`src/rtl/design_variables.sv`:
```
// Shared widths, letter codes, FSM states and column-to-byte formatting
// for the alignment result packer.
package design_variables;

  localparam int unsigned LETTER_WIDTH    = 2;
  localparam int unsigned SCORE_WIDTH     = 10;
  localparam int unsigned MAX_ALIGN_LEN   = 64;
  localparam int unsigned FRAME_HDR_BYTES = 3;

  localparam int unsigned SYM_W  = LETTER_WIDTH + 1;
  localparam int unsigned COL_W  = 2 * SYM_W;
  localparam int unsigned ADDR_W = $clog2(MAX_ALIGN_LEN);
  localparam int unsigned CNT_W  = $clog2(MAX_ALIGN_LEN + 1);
  localparam int unsigned SEQ_W  = CNT_W + 1;

  localparam logic [LETTER_WIDTH-1:0] LETTER_A = 2'b00;
  localparam logic [LETTER_WIDTH-1:0] LETTER_G = 2'b01;
  localparam logic [LETTER_WIDTH-1:0] LETTER_T = 2'b10;
  localparam logic [LETTER_WIDTH-1:0] LETTER_C = 2'b11;

  typedef enum logic [1:0] {
    ST_IDLE,
    ST_COLLECT,
    ST_HEADER,
    ST_PAYLOAD
  } packer_state_t;

  // Gap symbols carry no letter, so letter bits are zeroed on the wire.
  function automatic logic [7:0] col_to_byte(input logic [COL_W-1:0] col);
    logic [SYM_W-1:0] q;
    logic [SYM_W-1:0] d;
    q = col[COL_W-1 -: SYM_W];
    d = col[SYM_W-1:0];
    if (q[SYM_W-1]) q[LETTER_WIDTH-1:0] = '0;
    if (d[SYM_W-1]) d[LETTER_WIDTH-1:0] = '0;
    return 8'({q, d});
  endfunction

endpackage

```
`src/rtl/align_col_buffer.sv`:
```
// Column store for one alignment: synchronous write, combinational read.
module align_col_buffer
  import design_variables::*;
(
  input  logic              clk,
  input  logic              we,
  input  logic [ADDR_W-1:0] waddr,
  input  logic [COL_W-1:0]  wdata,
  input  logic [ADDR_W-1:0] raddr,
  output logic [COL_W-1:0]  rdata
);

  logic [COL_W-1:0] mem [MAX_ALIGN_LEN];

  always_ff @(posedge clk) begin
    if (we) mem[waddr] <= wdata;
  end

  assign rdata = mem[raddr];

endmodule

```
`src/rtl/alignment_result_packer.sv`:
```
// Buffers one streamed alignment and replays it as a framed byte stream:
// score low, score high, length, then one byte per column.
module alignment_result_packer
  import design_variables::*;
#(
  parameter bit REVERSE = 1'b1
) (
  input  logic                   clk,
  input  logic                   rst,
  input  logic [SYM_W-1:0]       aln_q_in,
  input  logic [SYM_W-1:0]       aln_d_in,
  input  logic                   aln_valid,
  input  logic                   aln_last,
  input  logic [SCORE_WIDTH-1:0] score_in,
  output logic [7:0]             out_data,
  output logic                   out_valid,
  input  logic                   out_ready,
  output logic                   out_last,
  output logic                   busy,
  output logic                   err_overflow
);

  packer_state_t          state;
  logic [CNT_W-1:0]       count;
  logic [ADDR_W-1:0]      rd_ptr;
  logic [SEQ_W-1:0]       seq;
  logic [SCORE_WIDTH-1:0] score_q;

  logic                   buf_we_c;
  logic [ADDR_W-1:0]      buf_waddr_c;
  logic [COL_W-1:0]       buf_rdata_c;
  logic                   advance_c;

  assign buf_we_c    = aln_valid && ((state == ST_IDLE) ||
                       ((state == ST_COLLECT) && (count != CNT_W'(MAX_ALIGN_LEN))));
  assign buf_waddr_c = (state == ST_IDLE) ? '0 : count[ADDR_W-1:0];
  assign advance_c   = !out_valid || out_ready;

  align_col_buffer u_buf (
    .clk   (clk),
    .we    (buf_we_c),
    .waddr (buf_waddr_c),
    .wdata ({aln_q_in, aln_d_in}),
    .raddr (rd_ptr),
    .rdata (buf_rdata_c)
  );

  always_ff @(posedge clk or posedge rst) begin
    if (rst) begin
      state        <= ST_IDLE;
      count        <= '0;
      rd_ptr       <= '0;
      seq          <= '0;
      score_q      <= '0;
      out_data     <= '0;
      out_valid    <= 1'b0;
      out_last     <= 1'b0;
      busy         <= 1'b0;
      err_overflow <= 1'b0;
    end else begin
      case (state)
        ST_IDLE: begin
          if (aln_valid) begin
            count <= CNT_W'(1);
            busy  <= 1'b1;
            if (aln_last) begin
              score_q <= score_in;
              state   <= ST_HEADER;
            end else begin
              state <= ST_COLLECT;
            end
          end
        end

        ST_COLLECT: begin
          if (aln_valid) begin
            if (count == CNT_W'(MAX_ALIGN_LEN)) err_overflow <= 1'b1;
            else                                count        <= count + CNT_W'(1);
            if (aln_last) begin
              score_q <= score_in;
              state   <= ST_HEADER;
            end
          end
        end

        ST_HEADER, ST_PAYLOAD: begin
          // No capture while draining; anything arriving now is lost.
          if (aln_valid) err_overflow <= 1'b1;
          if (advance_c) begin
            if (out_valid && out_last) begin
              state     <= ST_IDLE;
              busy      <= 1'b0;
              count     <= '0;
              seq       <= '0;
              out_valid <= 1'b0;
              out_last  <= 1'b0;
              out_data  <= '0;
            end else begin
              out_valid <= 1'b1;
              seq       <= seq + SEQ_W'(1);
              if (seq < SEQ_W'(FRAME_HDR_BYTES)) begin
                case (seq[1:0])
                  2'd0:    out_data <= score_q[7:0];
                  2'd1:    out_data <= 8'(score_q >> 8);
                  default: begin
                    out_data <= 8'(count);
                    rd_ptr   <= REVERSE ? ADDR_W'(count - CNT_W'(1)) : '0;
                  end
                endcase
              end else begin
                state    <= ST_PAYLOAD;
                out_data <= col_to_byte(buf_rdata_c);
                out_last <= (seq == SEQ_W'(count) + SEQ_W'(FRAME_HDR_BYTES - 1));
                rd_ptr   <= REVERSE ? rd_ptr - ADDR_W'(1) : rd_ptr + ADDR_W'(1);
              end
            end
          end
        end

        default: state <= ST_IDLE;
      endcase
    end
  end

endmodule

```
`config.mk`:
```
export PLATFORM = sky130hd
export DESIGN_NAME = alignment_result_packer
export DESIGN_NICKNAME = d
export VERILOG_FILES = /design/src/rtl/design_variables.sv /design/src/rtl/align_col_buffer.sv /design/src/rtl/alignment_result_packer.sv
export SDC_FILE = /design/constraint.sdc
export NUM_CORES = 1
export LEC_CHECK = 0
export ABC_AREA = 1
export CAP_MARGIN = 20
export CORE_MARGIN = 1.5
export CORE_UTILIZATION = 45
export CTS_BUF_LIST = sky130_fd_sc_hd__clkbuf_16
export CTS_CLUSTER_DIAMETER = 80
export DETAILED_ROUTE_END_ITERATION = 12
export PLACE_DENSITY = 0.61
export SKIP_CTS_REPAIR_TIMING = 1
export SYNTH_ARGS = -nofsm -noshare
export SYNTH_HDL_FRONTEND = slang
export SYNTH_HIERARCHICAL = 1
export SYNTH_SLANG_ARGS = --single-unit
```
`constraint.sdc`:
```
create_clock -name clk -period 3.79 [get_ports clk]
set_input_delay 0.9475 -clock clk [delete_from_list [all_inputs] [get_ports clk]]
set_output_delay 0.9475 -clock clk [all_outputs]
set_load 0.005 [all_outputs]
```
==> metrics.md, run 1 <==
| Metric | Value |
|---|---|
| Wire length of the first global-routing pass | 71900 um |
| Metal2 WL | 22000 um |
| Row count | 74 |
| Initial drt markers | 1375 |
| DR top layer | met4 |
| Max_slew headroom | 34.8% |
| Clk_skew | ~0.0074 ns |
| Slowest cell on crit path | dfrtp_1 |
| FF+latch count, synth | 429 |
| CTS root buf | clkbuf_16 |
| Routed WL per cell | between 20 and 25 um |
| Total Nets Final | 1770 |
| Post-synth EDFFs | around 380 |
| CTS tree | yes |
| Seq/Total Area, Yosys | between 60% and 70% |
| GRT Total Usage | 22.5% |
| Die area | 42400 um2 |
| Final setup viols | 0 |
| Antenna cells | 0 |
| Worst-Skew Late Latency | 0.56 ns |
| Finished Layout Cells | 2309 |
| Die X | just over 200 um |
| CP most frequent cell | buf_4 |
| Min Clock Period, post-route | between 3 and 4 ns |
| H-tree lvl count | 2 |
| Leak pwr | 7.74 nW |
| Clk buf depth | 3 |
| Max Cap Viol | 0 |
| Power, Total | 15.3 mW |
| Share of cells above drive strength 1 | 8.16% |
| WP data required | ~4.1 ns |
| Setup TNS | 0 ns |
| Hold wc startpoint | out_data[6] |
| Routed vias/inst | 5.48 |
| Ys async rst share | between 10% and 20% |
| Crit end category | flop |
| Slew @ Worst Pin | 0.978 ns |
| Util after Layout | 51.0% |
| Status | completed |
| Die span in y | 206 um |
| Cells along the critical path | clkinv_1 > ha_1 > nand3_1 > o21ai_0 > nor2_1 > buf_4 > nand4_1 > nor4_1 > buf_4 |
| CP peak stage delay | 0.40 ns |
| Worst setup path startpoint | count[0] |
| Avg Inst Size Synth | around 11 um2 |
| Synthesis Warnings | 6 |
| Filler Cell Count | ~3600 |
| Reg clk slew, reported paths | 0.06 ns |
| Synth Net Count | between 1500 and 2000 |
| Number of I/O pins | 33 |
| Post-route ant nets | 0 |
| Reg2Reg Launch Point | count[0] |
| Max FO, Critical Path | 9 |
| Post-DP HPWL | around 28000 um |
| Hold Path Class | flop to flop |
| Placed insts | 2227 |
| Port bufs | 32 |
| Post-Synthesis Cell Area | between 15000 and 20000 um2 |
| DRT Wirelength | around 47000 um |
| M1 WL | between 15000 and 20000 um |
| F_max | between 0.3 and 0.4 GHz |
| Vias in the first global route | 12500 |
| First-pass DRT Iterations | 7 |
| RSZ-0062 raised after global routing | false |
| Endpoints failing hold | 0 |
| Gr ovfl total | 0 |
| Largest net degree at the start of global routing | 65 |
| VDD IR max | between 0.3 and 0.4 mV |
| Crit Path Class | flop to flop |
| PD cells | 735 nW/um2 |
| Initial antenna violation count | 0 |
| Cells after Synth | 1715 |
| Count of final max-slew check failures | 0 |
| Arr. time, crit path | 3.29 ns |
| Clk sinks | 429 |
| Core box area | 40700 um2 |
| Crit share post-route | 79.5% |
| Crit start category | flop |
| Initial core utilization | roughly 45% |
| Netlist cell types | 43 |
| Syn-to-layout area delta | 12.1% |
| Via count | 12700 |
| Total CTS buffers | 45 |
| Detailed-route DRC error count | 0 |
| Top_reg_cell synth | edfxtp_1 |
| Routability congestion estimate | 0.868 |
| Met3 WL | 3270 um |
-- layout make-up --
class / instances / area [um2] / area share (%)
multi-input cells: 1133 / 5140 / 24.8
inverters: 62 / 239 / 1.15
clock buffers: 45 / 1130 / 5.42
clock inverters: 37 / 269 / 1.30
flip-flops and latches: 429 / 12700 / 61.0
repair buffers: 71 / 651 / 3.13
well taps: 532 / 666 / 3.21
-- cells in the mapped netlist (2+ instances only) --
master / number / share of area [%]
inv_1: 54 / 1.1
o21ai_2: 4 / 0.19
edfxtp_1: 384 / 62
xnor2_1: 6 / 0.28
a22oi_1: 2 / 0.081
nand2_1: 553 / 11
mux2_2: 3 / 0.18
nor4_1: 8 / 0.27
xor2_1: 4 / 0.19
o21ai_0: 33 / 0.89
buf_1: 9 / 0.18
nor2_1: 84 / 1.7
nand3_1: 355 / 9.6
inv_2: 5 / 0.10
buf_6: 3 / 0.18
clkbuf_1: 16 / 0.32
o22ai_1: 3 / 0.10
o32ai_1: 2 / 0.095
o31ai_1: 3 / 0.12
ha_1: 7 / 0.47
nor3_1: 2 / 0.054
dfrtp_1: 45 / 6.1
a21oi_1: 16 / 0.43
buf_2: 46 / 1.2
buf_4: 17 / 0.69
o21ai_1: 7 / 0.19
nor2_2: 2 / 0.068
nand2_4: 3 / 0.18
nor2_8: 2 / 0.22
nand2_2: 11 / 0.37
nand4_1: 14 / 0.47
-- placed cells by master, fill, tap and decap left out, types with 3 or more instances in the layout --
cell / instances
a21oi_1: 16
xor2_1: 4
inv_2: 5
bufinv_16: 4
clkinv_1: 13
o21ai_0: 33
inv_1: 63
mux2_2: 3
nor4_1: 8
nand2_2: 11
o21ai_2: 4
o31ai_1: 3
nand3_1: 355
dfrtp_1: 42
clkinv_2: 9
xnor2_1: 6
nand2_1: 553
nand2_4: 3
o22ai_1: 3
edfxtp_1: 384
nor2_1: 84
buf_4: 36
o21ai_1: 7
clkbuf_16: 45
ha_1: 7
nand4_1: 14
buf_12: 5
buf_2: 4
clkdlybuf4s50_1: 26
-- worst paths after layout --
kind                                     to  slack, ns  depth (start not counted)
min                             out_data[6]       0.48                          2
min in group asynchronous          count[0]       0.71                          2
max in group asynchronous         rd_ptr[0]       2.34                          3
min reg2reg                     out_data[6]       0.48                          2
max                        u_buf/mem[49][4]       0.78                          9
max reg2reg                u_buf/mem[49][4]       0.78                          9
-- per-layer routing --
| layer | track usage (%) | vias up |
|---|---|---|
| li1 | - | 6014 |
| met1 | 30.6 | 6066 |
| met2 | 36.8 | 492 |
| met3 | 3.30 | 92 |
| met4 | 8.31 | 0 |
| met5 | 0 | - |
-- critical path, delay by kind of cell (launching register included) --
kind                       cells  cell delay [ns]
and+or+nand+nor                4             1.07
buffers and inverters          3             0.77
DFF                            1             0.40
adders and majority gates      1             0.33
AOI/OAI and AO/OA              1             0.15
-- kinds of logic (layout without fill, tap and decap cells) --
group                      Yosys count  in the layout  share of synthesized area (%)
xor gates and xnor gates            10             10                          0.473
muxes                                3              3                          0.182
AOI/OAI and AO/OA                   76             76                           2.36
adders and majority gates            7              7                          0.473
and+or+nand+nor                   1037           1037                           24.3
DFF                                429            429                           68.3
buffers and inverters              153            215                           3.90
-- report_power, final --
part	internal, mW	switching [mW]	total (mW)
combinational	1.63	3.70	5.34
sequential	5.39	0.341	5.73
clock	2.42	1.76	4.18
total	9.45	5.80	15.3
-- through the flow --
step,hold slack [ns],cell area (um2),setup WS [ns]
final,0.481,20800,0.777
after global routing,0.505,20800,0.529
after CTS,0.484,20800,0.846
after detailed placement,0.468,19400,0.576
after global placement,0.463,19400,0.623
after floorplan,0.451,18500,1.15
-- sequential cells by signal, summed over array words and instances (netlist names) --
register,flops
err_overflow,1
count,7
seq,8
state,2
busy,1
u_buf/mem,384
out_valid,1
score_q,10
out_last,1
rd_ptr,6
out_data,8
(Power assumes the default switching activity.)
==> inputs of run 2 (changes only) <==
- clock period: 3.79 -> 3.08 ns (I/O delays scaled with it)
==> metrics.md, run 2 (synthesis gave the netlist of run 1 again) <==
| Metric | Value |
|---|---|
| Status | completed |
| Largest regs | u_buf/mem: 384 flops, score_q: 10 flops |
| Initial drt markers | 1075 |
| CP Capture Point | u_buf/mem[61][3] |
| Met3 WL | ~2900 um |
| Crit start category | flop |
| Vias in the first global route | roughly 12000 |
| Via count | 12700 |
| Reg2Reg Launch Point | count[1] |
| Die X | 206 um |
| Setup TNS | 0 ns |
| Wire length of the first global-routing pass | 71400 um |
| WP data required | roughly 3.3 ns |
| Max_slew headroom | 32.8% |
| Row count | 74 |
| Die span in y | 206 um |
| Routability congestion estimate | 0.828 |
| Leak pwr | 7.84 nW |
| Detailed-route DRC error count | 0 |
| Initial core utilization | 45.5% |
| H-tree lvl count | 2 |
| Worst R2R Path Depth | 9 |
| Commonest non-fill, non-tap cell in the layout | nand2_1 |
| Power, Total | about 19 mW |
| Min Clock Period, post-route | 2.73 ns |
| Routed vias/inst | about 5.4 |
| Reg clk slew, reported paths | 0.06 ns |
| F_max | 0.366 GHz |
| Antenna cells | 0 |
| Gr ovfl total | 0 |
| Most flops, register | u_buf/mem |
| Slew @ Worst Pin | 1.00 ns |
| Die area | roughly 42000 um2 |
| FF-to-FF End | u_buf/mem[61][3] |
| Total CTS buffers | 46 |
| Clk buf depth | 3 |
| DR top layer | met4 |
| Core box area | 40700 um2 |
| Crit share post-route | 88.8% |
| Final setup viols | 0 |
| Arr. time, crit path | 2.95 ns |
| Post-route ant nets | 0 |
| Max FO, Critical Path | 9 |
| Placed insts | approximately 2200 |
| DRT Wirelength | 46200 um |
| Most frequent cells in the layout | nand2_1, edfxtp_1, nand3_1 |
| M1 WL | 20200 um |
| Total Nets Final | 1788 |
| CTS root buf | clkbuf_16 |
| Flop-to-flop setup slack | about 0.35 ns |
| Initial antenna violation count | 0 |
| Number of I/O pins | 33 |
| Max FFs per register | approximately 380 |
| Port bufs | 32 |
| Count of final max-slew check failures | 0 |
| CTS tree | yes |
| VDD IR max | approximately 0.7 mV |
| Clk sinks | roughly 430 |
| Crit end category | flop |
| RSZ-0062 raised after global routing | false |
| Metal2 WL | 21800 um |
| Hold Path Class | flop to flop |
| Largest net degree at the start of global routing | 97 |
| Crit Path Class | flop to flop |
| Endpoints failing hold | 0 |
| Clk_skew | 0.0117 ns |
| Post-DP HPWL | 28300 um |
| First-pass DRT Iterations | 5 |
| Util after Layout | between 50% and 60% |
| Share of cells above drive strength 1 | 9.63% |
| Finished Layout Cells | 2329 |
| Worst-Skew Late Latency | 0.59 ns |
| PD cells | 901 nW/um2 |
| Max Cap Viol | 0 |
| Routed WL per cell | 19.8 um |
| GRT Total Usage | between 20 and 25% |
| Worst setup path startpoint | count[1] |
| Syn-to-layout area delta | 13.6% |
## run 2: cell types whose count changed in the layout (fill, tap and decap cells not counted), sizes merged
cell | previous run | this run
buf | 45 | 62
clkinvlp | 0 | 7
inv | 72 | 66
bufinv | 4 | 1
clkinv | 23 | 26
clkbuf | 45 | 47
## run 2: where the power goes
| part | leakage [nW] | switching [mW] | internal, mW |
|---|---|---|---|
| Sequential | 4.01 | 0.294 | 6.63 |
| Combinational | 3.13 | 4.74 | 2.15 |
| Clock | 0.700 | 2.26 | 2.87 |
## run 2: metrics by stage
stage / instance area [um2] / hold slack [ns] / setup slack [ns]
floorplan: 18500 / 0.451 / 0.447
global route: 21000 / 0.513 / 0.168
detailed placement: 19600 / 0.472 / 0.0607
CTS: 21000 / 0.489 / 0.357
global placement: 19600 / 0.461 / 0.148
finish: 21000 / 0.488 / 0.345
## run 2: critical path, cell delays in order (launching register included)
cell,delay [ns]
dfrtp_1,0.42
inv_1,0.17
ha_1,0.21
nand3_1,0.09
o21ai_0,0.15
nor2_1,0.31
buf_12,0.17
nand4_1,0.14
buf_4,0.27
nor2_1,0.42
## run 2: final cells by class
type	instances	area [um2]
fillers	3629	19700
clock buffers	47	1180
multi-input cells	1133	5140
repair buffers	88	911
clock inverters	38	234
well taps	532	666
flip-flops and latches	429	12700
inverters	62	239
## run 2: how the worst min path moves through the flow
stage	slack, ns	from	endpoint	cells past startpoint
floorplan	0.45	err_overflow	err_overflow	1
global placement	0.46	err_overflow	err_overflow	1
detailed placement	0.47	out_data[6]	out_data[6]	2
CTS	0.49	out_data[6]	out_data[6]	2
global route	0.51	out_data[6]	out_data[6]	2
finish	0.49	out_data[7]	out_data[7]	2
## run 2: routing by layer
layer | up-vias | global-route usage (%)
met5 | - | 0
met1 | 6140 | 30.7
li1 | 6035 | -
met3 | 78 | 2.95
met4 | 0 | 8.20
met2 | 434 | 36.9
==> RTL edit 1: new RTL, config.mk and constraints of run 1 <==
Register the output `err_overflow` once more, cleared by the reset; this adds one clock of latency there. The other outputs are not delayed to match.
--- a/src/rtl/alignment_result_packer.sv
+++ b/src/rtl/alignment_result_packer.sv
@@ -19,6 +19,8 @@
   output logic                   busy,
   output logic                   err_overflow
 );
+
+  logic err_overflow_s0;
 
   packer_state_t          state;
   logic [CNT_W-1:0]       count;
@@ -56,7 +58,7 @@
       out_valid    <= 1'b0;
       out_last     <= 1'b0;
       busy         <= 1'b0;
-      err_overflow <= 1'b0;
+      err_overflow_s0 <= 1'b0;
     end else begin
       case (state)
         ST_IDLE: begin
@@ -74,7 +76,7 @@
 
         ST_COLLECT: begin
           if (aln_valid) begin
-            if (count == CNT_W'(MAX_ALIGN_LEN)) err_overflow <= 1'b1;
+            if (count == CNT_W'(MAX_ALIGN_LEN)) err_overflow_s0 <= 1'b1;
             else                                count        <= count + CNT_W'(1);
             if (aln_last) begin
               score_q <= score_in;
@@ -85,7 +87,7 @@
 
         ST_HEADER, ST_PAYLOAD: begin
           // No capture while draining; anything arriving now is lost.
-          if (aln_valid) err_overflow <= 1'b1;
+          if (aln_valid) err_overflow_s0 <= 1'b1;
           if (advance_c) begin
             if (out_valid && out_last) begin
               state     <= ST_IDLE;
@@ -122,5 +124,13 @@
     end
   end
 
+  always_ff @(posedge clk or posedge rst) begin
+    if (rst) begin
+      err_overflow <= '0;
+    end else begin
+      err_overflow <= err_overflow_s0;
+    end
+  end
+
 endmodule
 
Function: changed (a bounded check fails within 4 cycles, from zero or initial values and one cycle with rst high).
==> RTL edit 1 against run 1 <==
Area after synthesis up 0.14%. Worst setup slack better by 99 ps. Clock skew up 10 ps. Final area up 0.41%. Non-clock buffer count down 7. Sequential cell count up 1. Wire length down 1.1%. Total power up 1.8%. Critical path type unchanged. Largest power group unchanged. Highest routed layer unchanged.
==> RTL edit 1: results (changes against run 1) <==
{| class="wikitable"
! Metric !! Value
|-
| Worst slack, placed || 446.1 ps (was 575.8 ps)
|-
| Worst VDD drop || 0.5347 mV (was 0.3466 mV)
|-
| Drt wl/cell || 19.95 microns (was 20.15 microns)
|-
| Arrival time of data at the critical path endpoint || 3200 ps (was 3290 ps)
|-
| Number of enable-type register cells in the synthesized netlist || 384 (unchanged)
|-
| RD Place Congestion || 0.8387 (was 0.8678)
|-
| Global-route wire length before repair || 69830 microns (was 71870 microns)
|-
| DRC marker count from the first detailed-route iteration || 1195 (was 1375)
|-
| Ratio of cells with drive above 1 in the final layout || 7.887% (was 8.160%)
|-
| Leakage power total || 0.007780 uW (was 0.007744 uW)
|-
| Layout fillers || 3603 (was 3597)
|-
| Sequential area share after synthesis || 68.37% (was 68.33%)
|-
| GRT Util Overall || 22.00% (was 22.49%)
|-
| Number of global-route vias before repair || 12190 (was 12520)
|-
| Share of async-settable or async-resettable flops after synthesis || 10.70% (was 10.49%)
|-
| Slowest cell on the critical path || nor4_1 (was dfrtp_1)
|-
| Clock latency at the later pin of the worst-skew pair || 580 ps (was 560 ps)
|-
| Diodes inserted || 0 (unchanged)
|-
| Count of different cell masters after synthesis || 43 (unchanged)
|-
| Number of antenna violations at the first check in global routing || 0 (unchanged)
|-
| CTS Buf Count || 47 (was 45)
|-
| Top post-synthesis cells by area || edfxtp_1, nand2_1, nand3_1, dfrtp_1, nor2_1 (unchanged)
|-
| Pins over their slew limit || 0 (unchanged)
|-
| Max Clock Skew || 17.39 ps (was 7.358 ps)
|-
| Maximum number of pins on one net before global-route repair || 195 (was 65)
|-
| Crit path max-delay family || simple AND/OR/NAND/NOR gates (unchanged)
|-
| TritonRoute pass-1 iters || 6 (was 7)
|-
| Vias after detailed routing || 12650 (was 12660)
|-
| Relative slew margins || 36.57% (was 34.78%)
|-
| Post-Synthesis Net Count || 1744 (was 1743)
|-
| Status || completed (unchanged)
|-
| Post-DP HPWL || 26870 microns (was 28190 microns)
|-
| Layout net count || 1766 (was 1770)
|-
| Top achievable clock speed || 343.3 MHz (was 331.9 MHz)
|}
-- RTL edit 1: cell types whose count changed after synthesis --
cell | run 1 | this run
dfrtp_1 | 45 | 46
-- RTL edit 1: cells by family after synthesis --
kind of cell	Yosys count	synth area share [%]
XOR/XNOR	10	0.4722
flip-flops	430	68.37
adder cells (fa/ha/maj)	7	0.4722
AND/OR/NAND/NOR	1037	24.25
AO/OA/AOI/OAI	76	2.361
buffers and inverters	153	3.892
multiplexers	3	0.1821
-- RTL edit 1: metal layers --
metal  part of all wire [%]  GRT usage, %  wire (microns)
met5                      0             0               0
met4                    2.5         7.376            1138
met3                    6.2         3.737            2865
met2                     48         36.64           22070
met1                     43         29.25           19940
-- RTL edit 1: worst paths after layout --
| kind | from | end | slack, ps | cells past startpoint |
|---|---|---|---|---|
| worst max-delay path | count[0]$_DFFE_PP0P_ | u_buf/mem[53][2]$_DFFE_PP_ | 880 | 9 |
| worst min-delay path | err_overflow_s0$_DFFE_PP0P_ | err_overflow$_DFF_PP0_ | 380 | 0 |
| worst max register to register | count[0]$_DFFE_PP0P_ | u_buf/mem[53][2]$_DFFE_PP_ | 880 | 9 |
| worst min register to register | err_overflow_s0$_DFFE_PP0P_ | err_overflow$_DFF_PP0_ | 380 | 0 |
| max in group asynchronous | rst | score_q[8]$_DFFE_PP0P_ | 2500 | 3 |
| min in group asynchronous | rst | rd_ptr[0]$_DFFE_PP0P_ | 700 | 2 |
-- RTL edit 1: power breakdown --
part           total (uW)  internal [uW]  switching (uW)
Combinational        5400           1630            3770
Sequential           5700           5400             298
Clock                4430           2630            1800
-- RTL edit 1: through the flow --
| step | util [%] | cells | power, uW | area, sq um |
|---|---|---|---|---|
| global route | 51.17 | 2307 | 16440 | 20850 |
| global placement | 47.46 | 2221 | 11060 | 19340 |
| floorplan | - | 1716 | 9557 | 18550 |
| finish | 51.17 | 2307 | 15530 | 20850 |
| detailed placement | 47.46 | 2221 | 11130 | 19340 |
| CTS | 51.17 | 2307 | 15580 | 20850 |
-- RTL edit 1: area by class of cell --
class	count	area [sq um]	area share (%)
clock buffers	48	1201	5.762
clock inverters	38	309.0	1.483
inverters	62	239.0	1.146
multi-input cells	1133	5145	24.68
flip-flops and latches	430	12690	60.88
well taps	532	665.6	3.193
repair buffers	64	595.6	2.857
==> RTL edit 2: new RTL, settings of run 1 <==
Made on the original files. `REVERSE`: 1'b1 -> 1'b0.
--- a/src/rtl/alignment_result_packer.sv
+++ b/src/rtl/alignment_result_packer.sv
@@ -3,7 +3,7 @@
 module alignment_result_packer
   import design_variables::*;
 #(
-  parameter bit REVERSE = 1'b1
+  parameter bit REVERSE = 1'b0
 ) (
   input  logic                   clk,
   input  logic                   rst,
Function: same outputs for any inputs over 4 cycles, from zero or initial values and one cycle with rst high; that may be too few to reach the edited logic, so the function may still have changed.
==> RTL edit 2 against run 1 <==
Synthesized cell count fell by 0.12%. Wire length fell by 4.0%. Total power fell by 3.3%. Area after synthesis fell by 0.28%. Sequential power fell by 3%. Non-clock buffer count fell by 3. Global-route usage fell by 0.76 points. Sequential cell count did not move. Worst setup slack improved by 190 ps. Final area fell by 0.43%. First-iteration DRC count fell by 25%. Critical path depth fell by 2. Largest power group unchanged.
==> RTL edit 2: results (changes against run 1) <==
{| class="wikitable"
! Metric !! Value
|-
| Status || completed (unchanged)
|-
| Area fraction in compound gates after synthesis || 1.551% (was 2.364%)
|-
| Post-DP Area || 19300 sq um (was 19370 sq um)
|-
| Vias after detailed routing || 12530 (was 12660)
|-
| TritonRoute pass-1 iters || 6 (was 7)
|-
| Final routed wirelength across all metal layers || 44660 microns (was 46530 microns)
|-
| Count of different cell masters after synthesis || 35 (was 43)
|-
| Max Clock Skew || 13.84 ps (was 7.358 ps)
|-
| Fraction of standard cell area in multi-input logic || 24.76% (was 24.78%)
|-
| Top post-synthesis cells by area || edfxtp_1, nand2_1, nand3_1, dfrtp_1, nor2_1 (unchanged)
|-
| Area share of fa/ha/maj cells after synthesis || 0.4741% (was 0.4728%)
|-
| Total length of routed met3 wires || 2742 microns (was 3269 microns)
|-
| Global-route wire length before repair || 69040 microns (was 71870 microns)
|-
| Clock-cell share of area || 6.640% (was 6.720%)
|-
| Layout net count || 1762 (was 1770)
|-
| Ratio of cells with drive above 1 in the final layout || 7.744% (was 8.160%)
|-
| Layout fillers || 3591 (was 3597)
|-
| Number of global-route vias before repair || 12210 (was 12520)
|-
| Routed length on met1 || 19420 microns (was 19860 microns)
|-
| Crit-path max cell delay || 520 ps (was 400 ps)
|-
| GRT Util Overall || 21.73% (was 22.49%)
|-
| Clock latency at the later pin of the worst-skew pair || 580 ps (was 560 ps)
|-
| Count of multi-input combinational gates || 1137 (was 1133)
|-
| Multiplexer share of the synthesized area || 0.4877% (was 0.1824%)
|-
| RD Place Congestion || 0.8857 (was 0.8678)
|-
| Met1 Track Usage GR || 29.66% (was 30.56%)
|-
| Met2 Resource Use GR || 34.66% (was 36.81%)
|-
| Leakage power total || 0.007686 uW (was 0.007744 uW)
|-
| Post-DP HPWL || 26190 microns (was 28190 microns)
|-
| Power per cell area || 713.2 nW/um^2 (was 734.7 nW/um^2)
|-
| Xor and xnor area share after synthesis || 0.4741% (was 0.4728%)
|}
## RTL edit 2: cell types whose count changed in the layout (fill, tap and decap cells not counted), moves of 4 or more
cell      before  now
nand2_2       11    0
inv_2          5    9
inv_1         63   57
a21oi_1       16    6
clkinv_1      13    7
o21ai_0       33   24
mux2_2         3    8
nand3_1      355  365
nand2_1      553  582
## RTL edit 2: final timing paths
path | slack, ps | from | to | cells past startpoint
setup / recovery | 970 | state[1]$_DFFE_PP0P_ | u_buf/mem[20][3]$_DFFE_PP_ | 7
min in group asynchronous | 840 | rst | score_q[1]$_DFFE_PP0P_ | 2
max in group asynchronous | 2260 | rst | seq[2]$_DFFE_PP0P_ | 3
hold / removal | 490 | err_overflow$_DFFE_PP0P_ | err_overflow$_DFFE_PP0P_ | 2
setup reg to reg | 970 | state[1]$_DFFE_PP0P_ | u_buf/mem[20][3]$_DFFE_PP_ | 7
hold reg to reg | 490 | err_overflow$_DFFE_PP0P_ | err_overflow$_DFFE_PP0P_ | 2
## RTL edit 2: kinds of logic (layout without fill, tap and decap cells)
| group | after synthesis | after routing |
|---|---|---|
| and+or+nand+nor | 1063 | 1063 |
| AOI/OAI and AO/OA | 49 | 49 |
| adders and majority gates | 7 | 7 |
| buffers and inverters | 147 | 203 |
| muxes | 8 | 8 |
| xor gates and xnor gates | 10 | 10 |
| DFF | 429 | 429 |
## RTL edit 2: report_power, final
part / internal (uW) / switching [uW]
combinational: 1530 / 3540
sequential: 5380 / 188
clock: 2330 / 1770
total: 9240 / 5500
## RTL edit 2: through the flow
stage               util (%)  instances  worst slack (ps)  total power (uW)
floorplan                  -       1713              1102              9169
global placement       47.48       2220             662.5             10660
detailed placement     47.48       2220             596.6             10700
CTS                    50.86       2301              1011             14800
global route           50.86       2301             792.1             15570
finish                 50.86       2301             970.6             14740
